[config.mk]
export PLATFORM = sky130hd
export DESIGN_NAME = hci_prio_scheduler
export DESIGN_NICKNAME = d
export VERILOG_FILES = /design/src/rtl/hci_prio_scheduler.sv
export SDC_FILE = /design/constraint.sdc
export NUM_CORES = 1
export LEC_CHECK = 0
export ABC_AREA = 1
export CORE_AREA = 2 2 98 100
export DETAILED_ROUTE_END_ITERATION = 7
export DIE_AREA = 0 0 100 102
export SLEW_MARGIN = 25
export SYNTH_ARGS = -nofsm -noshare
export SYNTH_HDL_FRONTEND = slang
export SYNTH_SLANG_ARGS = --single-unit
[constraint.sdc]
create_clock -name clk_i -period 3 [get_ports clk_i]
set_clock_uncertainty 0.05 [all_clocks]
set_input_delay 0.6 -clock clk_i [delete_from_list [all_inputs] [get_ports clk_i]]
set_output_delay 0.6 -clock clk_i [all_outputs]
set_load 0.1 [all_outputs]
[src/rtl/hci_prio_scheduler.sv]
// Priority scheduler for the wide-vs-narrow HCI arbiter.
// Watches the low-priority (HWPE) branch for stalls. Depending on the policy,
// it temporarily gives that branch priority (S_LOW), then lets the high
// branch recover through a cooldown period (S_COOL) before stalls are
// counted again. A TIMESLICE policy alternates priority on a fixed period.
module hci_prio_scheduler #(
  parameter int N_CHAN = 16,
  parameter int CNT_W  = 8
) (
  input  logic              clk_i,
  input  logic              rst_i,
  input  logic              clear_i,
  input  logic [1:0]        mode_i,
  input  logic [CNT_W-1:0]  max_stall_i,
  input  logic [CNT_W-1:0]  hold_i,
  input  logic [N_CHAN-1:0] low_req_i,
  input  logic [N_CHAN-1:0] low_gnt_i,
  output logic              invert_prio_o,
  output logic [1:0]        state_o,
  output logic [CNT_W-1:0]  stall_cnt_o,
  output logic [15:0]       swap_cnt_o
);

  typedef enum logic [1:0] {
    S_HIGH = 2'd0,
    S_LOW  = 2'd1,
    S_COOL = 2'd2,
    S_BAD  = 2'd3
  } state_e;

  localparam logic [1:0] M_FIXED_HIGH = 2'd0;
  localparam logic [1:0] M_FIXED_LOW  = 2'd1;
  localparam logic [1:0] M_ADAPTIVE   = 2'd2;

  localparam logic [CNT_W-1:0] ONE = {{(CNT_W-1){1'b0}}, 1'b1};

  state_e           state_q, state_d;
  logic [CNT_W-1:0] stall_cnt_q, stall_cnt_d;
  logic [CNT_W-1:0] hold_cnt_q, hold_cnt_d;
  logic [15:0]      swap_cnt_q, swap_cnt_d;
  logic [1:0]       mode_q, mode_d;
  logic             inv_q, inv_d;

  logic             stall;
  logic             low_any;
  logic [CNT_W-1:0] hold_eff;
  logic [CNT_W:0]   stall_inc;
  logic [CNT_W:0]   hold_inc;

  // Saturating increment for the stall counter: it sticks at all-ones.
  function automatic logic [CNT_W-1:0] sat_inc(input logic [CNT_W-1:0] v);
    return (&v) ? v : v + ONE;
  endfunction

  // A zero hold behaves like a one-cycle hold everywhere it is used.
  function automatic logic [CNT_W-1:0] at_least_one(input logic [CNT_W-1:0] v);
    return (v == '0) ? ONE : v;
  endfunction

  assign stall     = |(low_req_i & ~low_gnt_i);
  assign low_any   = |low_req_i;
  assign hold_eff  = at_least_one(hold_i);
  assign stall_inc = {1'b0, stall_cnt_q} + {{CNT_W{1'b0}}, 1'b1};
  assign hold_inc  = {1'b0, hold_cnt_q} + {{CNT_W{1'b0}}, 1'b1};

  // Next-state and counter logic; clear wins over a mode change, which wins over policy.
  always_comb begin
    state_d     = state_q;
    stall_cnt_d = stall_cnt_q;
    hold_cnt_d  = hold_cnt_q;
    swap_cnt_d  = swap_cnt_q;
    mode_d      = mode_q;
    if (clear_i) begin
      state_d     = S_HIGH;
      stall_cnt_d = '0;
      hold_cnt_d  = '0;
      swap_cnt_d  = '0;
      mode_d      = '0;
    end else if (mode_i != mode_q) begin
      mode_d      = mode_i;
      state_d     = S_HIGH;
      stall_cnt_d = '0;
      hold_cnt_d  = '0;
    end else begin
      case (mode_q)
        M_FIXED_HIGH: begin
          state_d     = S_HIGH;
          stall_cnt_d = '0;
          hold_cnt_d  = '0;
        end
        M_FIXED_LOW: begin
          state_d     = S_LOW;
          stall_cnt_d = '0;
          hold_cnt_d  = '0;
        end
        M_ADAPTIVE: begin
          case (state_q)
            S_HIGH: begin
              if (!stall) begin
                stall_cnt_d = '0;
              end else if ((max_stall_i != '0) && (stall_inc >= {1'b0, max_stall_i})) begin
                state_d     = S_LOW;
                stall_cnt_d = '0;
                hold_cnt_d  = hold_eff;
                swap_cnt_d  = swap_cnt_q + 16'd1;
              end else begin
                stall_cnt_d = sat_inc(stall_cnt_q);
              end
            end
            S_LOW: begin
              stall_cnt_d = '0;
              // The low branch gives up priority early once it has nothing pending.
              if (!low_any || (hold_cnt_q <= ONE)) begin
                state_d    = S_COOL;
                hold_cnt_d = hold_eff;
              end else begin
                hold_cnt_d = hold_cnt_q - ONE;
              end
            end
            S_COOL: begin
              stall_cnt_d = '0;
              if (hold_cnt_q <= ONE) begin
                state_d    = S_HIGH;
                hold_cnt_d = '0;
              end else begin
                hold_cnt_d = hold_cnt_q - ONE;
              end
            end
            default: begin
              state_d     = S_HIGH;
              stall_cnt_d = '0;
              hold_cnt_d  = '0;
            end
          endcase
        end
        default: begin
          // TIMESLICE: hold_cnt counts cycles spent in the current slice.
          stall_cnt_d = '0;
          case (state_q)
            S_HIGH, S_LOW: begin
              if (hold_inc >= {1'b0, hold_eff}) begin
                hold_cnt_d = '0;
                if (state_q == S_HIGH) begin
                  state_d    = S_LOW;
                  swap_cnt_d = swap_cnt_q + 16'd1;
                end else begin
                  state_d = S_HIGH;
                end
              end else begin
                hold_cnt_d = hold_inc[CNT_W-1:0];
              end
            end
            default: begin
              state_d    = S_HIGH;
              hold_cnt_d = '0;
            end
          endcase
        end
      endcase
    end
    inv_d = (state_d == S_LOW);
  end

  // State and counter registers, cleared asynchronously by rst_i.
  always_ff @(posedge clk_i or posedge rst_i) begin
    if (rst_i) begin
      state_q     <= S_HIGH;
      stall_cnt_q <= '0;
      hold_cnt_q  <= '0;
      swap_cnt_q  <= '0;
      mode_q      <= '0;
      inv_q       <= 1'b0;
    end else begin
      state_q     <= state_d;
      stall_cnt_q <= stall_cnt_d;
      hold_cnt_q  <= hold_cnt_d;
      swap_cnt_q  <= swap_cnt_d;
      mode_q      <= mode_d;
      inv_q       <= inv_d;
    end
  end

  assign invert_prio_o = inv_q;
  assign state_o       = state_q;
  assign stall_cnt_o   = stall_cnt_q;
  assign swap_cnt_o    = swap_cnt_q;

endmodule

==> results.toml <==
[clocking]
h-tree-depth = 2
cts_max_path_buffers = 2
cts_root_buf = "clkbuf_8"
clk_latency_ns = 0.29
cts_tree = "built"
cts_sinks = 37
cts-buffers-inserted = 5
post_cts_buffers = 0
clk_pin_slew_ns = 0.08

[worst_setup_path]
cp_top_family = "simple AND/OR/NAND/NOR gates"
critPathMostFrequentCell = "nand2_1"
path_cells = "ha_1 > nand3_1 > and3b_1 > xor2_1 > inv_1 > ha_1 > a21oi_1 > nand2_1 > nand2_1 > nand2_1 > nand2_1 > nand2_4 > buf_4 > nand4_1 > nand2_1"
cp-end-kind = "flip-flop"
critPathMaxStageDelay_ns = 0.42
crit_path_start_kind = "flip-flop"
crit_arrival_ns = 2.87
critPathBufInv = 2
cp_max_fo = 10
critPathKind = "reg2reg"
critical_path.slowest_cell = "dfrtp_2"
worstPathRequired_ns = 3.12

[floorplan]
rows = 35
dieArea_mm2 = 0.0102
die_h_um = 102
dieWidth_um = 100
core_area_mm2 = 0.00911
initial_core_util_pct = 36.5
pin_count = 80

[route]
viasPerCell = 4.83
wl_per_cell_um = 12.3
drc = 0
routed_wl_um = 8380
postRouteAntennaNets = 0
dr_total_vias = 3287
drt-initial-drc-count = 89
first_pass_iters = 5

[grt]
grt_pass1_vias = 3287
antenna_found_initial = 0
grt_pass1_wl_um = 14300
grtUsageTotal_pct = 16.9
grt_overflow = 0
grt_max_degree = 38

[finish]
syn2layout_area_growth_pct = 30.5
diodes = 0
layout.nets = 643
final_common_cell = "nand2_1"
drive_gt1_share_pct = 12.3
layout_common_cells = "112 x nand2_1, 94 x inv_1, 53 x nand3_1, 52 x clkdlybuf4s50_1"

[yosys]
synth_warnings = 0
ys_types = 35
syn-mean-instance-area_um2 = 6.85
netlist_area_mm2 = 0.00332
netlist_instances = 485
ys.flop_type = "dfrtp_1"
yosysSeqAreaShare_pct = 27.9
async_flop_share_pct = 100
syn_nets = 559
synth_edf_count = 0
ys_ff_latch = 37

[min_path]
min_path_type = "reg2reg"

[flow_run]
drv_cap = 0

[timing]
post-route-period-util_pct = 91.6
clock.fmax_mhz = 364
setup_viol = 0
slew_headroom_pct = 68.5
drv_slew = 0
tns_ns = 0
tightest_slew_ns = 0.473
finalHoldViolations = 0
period_minus_slack_ns = 2.75
rsz0062_at_grt = "no"

[pwr]
ir_worst_vdd_v = 0.000246
leakagePower_uw = 0.00240
fin_total_pwr_uw = 1160
p_per_area_mw_per_mm2 = 267

[outcome]
status = "finished clean"

[place]
dp_hpwl_um = 6840
gp_congestion = 0.876
io_buffers = 79
## layer usage
layer	part of all wire, %	wire length, um	track usage [%]	vias to the layer above
met5	0	0	0	-
met4	0.37	31	2.63	0
met3	2.5	207	2.53	2
met2	52	4320	31.9	39
met1	46	3820	20.8	1511
li1	-	-	-	1735
## sequential cells by signal (all words and copies together), names as in the netlist
register,cells
hold_cnt_q,8
stall_cnt_o,8
state_o,2
invert_prio_o,1
mode_q,2
swap_cnt_o,16
## final timing paths
kind                                       end            from  slack, ns  depth (start not counted)
worst max-delay path             swap_cnt_o[2]  stall_cnt_o[0]       0.25                         15
worst min-delay path             hold_cnt_q[1]   hold_cnt_q[1]       0.47                          2
worst max register to register   swap_cnt_o[2]  stall_cnt_o[0]       0.25                         15
worst min register to register   hold_cnt_q[1]   hold_cnt_q[1]       0.47                          2
max in group asynchronous       stall_cnt_o[2]           rst_i       1.87                          3
min in group asynchronous       stall_cnt_o[3]           rst_i       0.69                          3
## cell families after synthesis
group | synth area share, %
adders and majority gates | 7.91
and+or+nand+nor | 38.4
muxes | 0.301
xor gates and xnor gates | 7.91
AOI/OAI and AO/OA | 5.27
DFF | 27.9
buffers and inverters | 12.4
## stage by stage
stage                     util, %  std cells  hold WS [ns]  cell area (um^2)  setup WS (ns)
after floorplan                 -        485         0.425              3330         0.0253
after global placement       46.1        673         0.448              4200         0.0761
after detailed placement     46.1        673         0.465              4200        0.00910
after CTS                    47.4        681         0.482              4320          0.188
after global routing         47.6        681         0.518              4340         0.0234
final                        47.6        681         0.472              4340          0.252
## cell usage after synthesis (2+ instances only)
cell / count / area [um^2]
nand2_2: 3 / 18.8
nand2_1: 112 / 420
dfrtp_1: 37 / 926
nand3_2: 12 / 120
ha_1: 21 / 263
nand3_1: 53 / 265
nor4_1: 3 / 18.8
o21ai_1: 3 / 15.0
a21oi_1: 11 / 55.1
o22ai_1: 4 / 25.0
inv_1: 94 / 353
xor2_1: 26 / 228
o21ai_0: 4 / 20.0
nor2_1: 34 / 128
nor3_2: 2 / 20.0
nor3_1: 9 / 45.0
nand4_1: 30 / 188
buf_2: 6 / 30.0
nor2_2: 2 / 12.5
xnor2_1: 4 / 35.0
## area by class of cell
type	instances	area, um^2
multi-input combinational	344	2000
sequential	37	930
tap	111	139
fill	962	4770
clock inverter	2	37.5
inverter	95	359
clock buffer	6	82.6
timing repair buffer	86	788
## report_power, final
group / total, uW / internal, uW / switching, uW
Sequential: 508 / 502 / 5.71
Clock: 446 / 270 / 175
Combinational: 204 / 99.8 / 104
## tightest hold or removal path: stages, from the launching register on
cell and delay (ns):
dfrtp_1 0.37, nand2_1 0.06, nand2_1 0.06
## what timing repair did
action | 4_1_cts | 5_1_grt
hold endpoints to repair | 0 | 0
hold buffers | 0 | 0
endpoints found under the setup margin | 0 | 10
gates resized for setup | 0 | 2
Note: power is estimated with default switching activity, not from simulation.
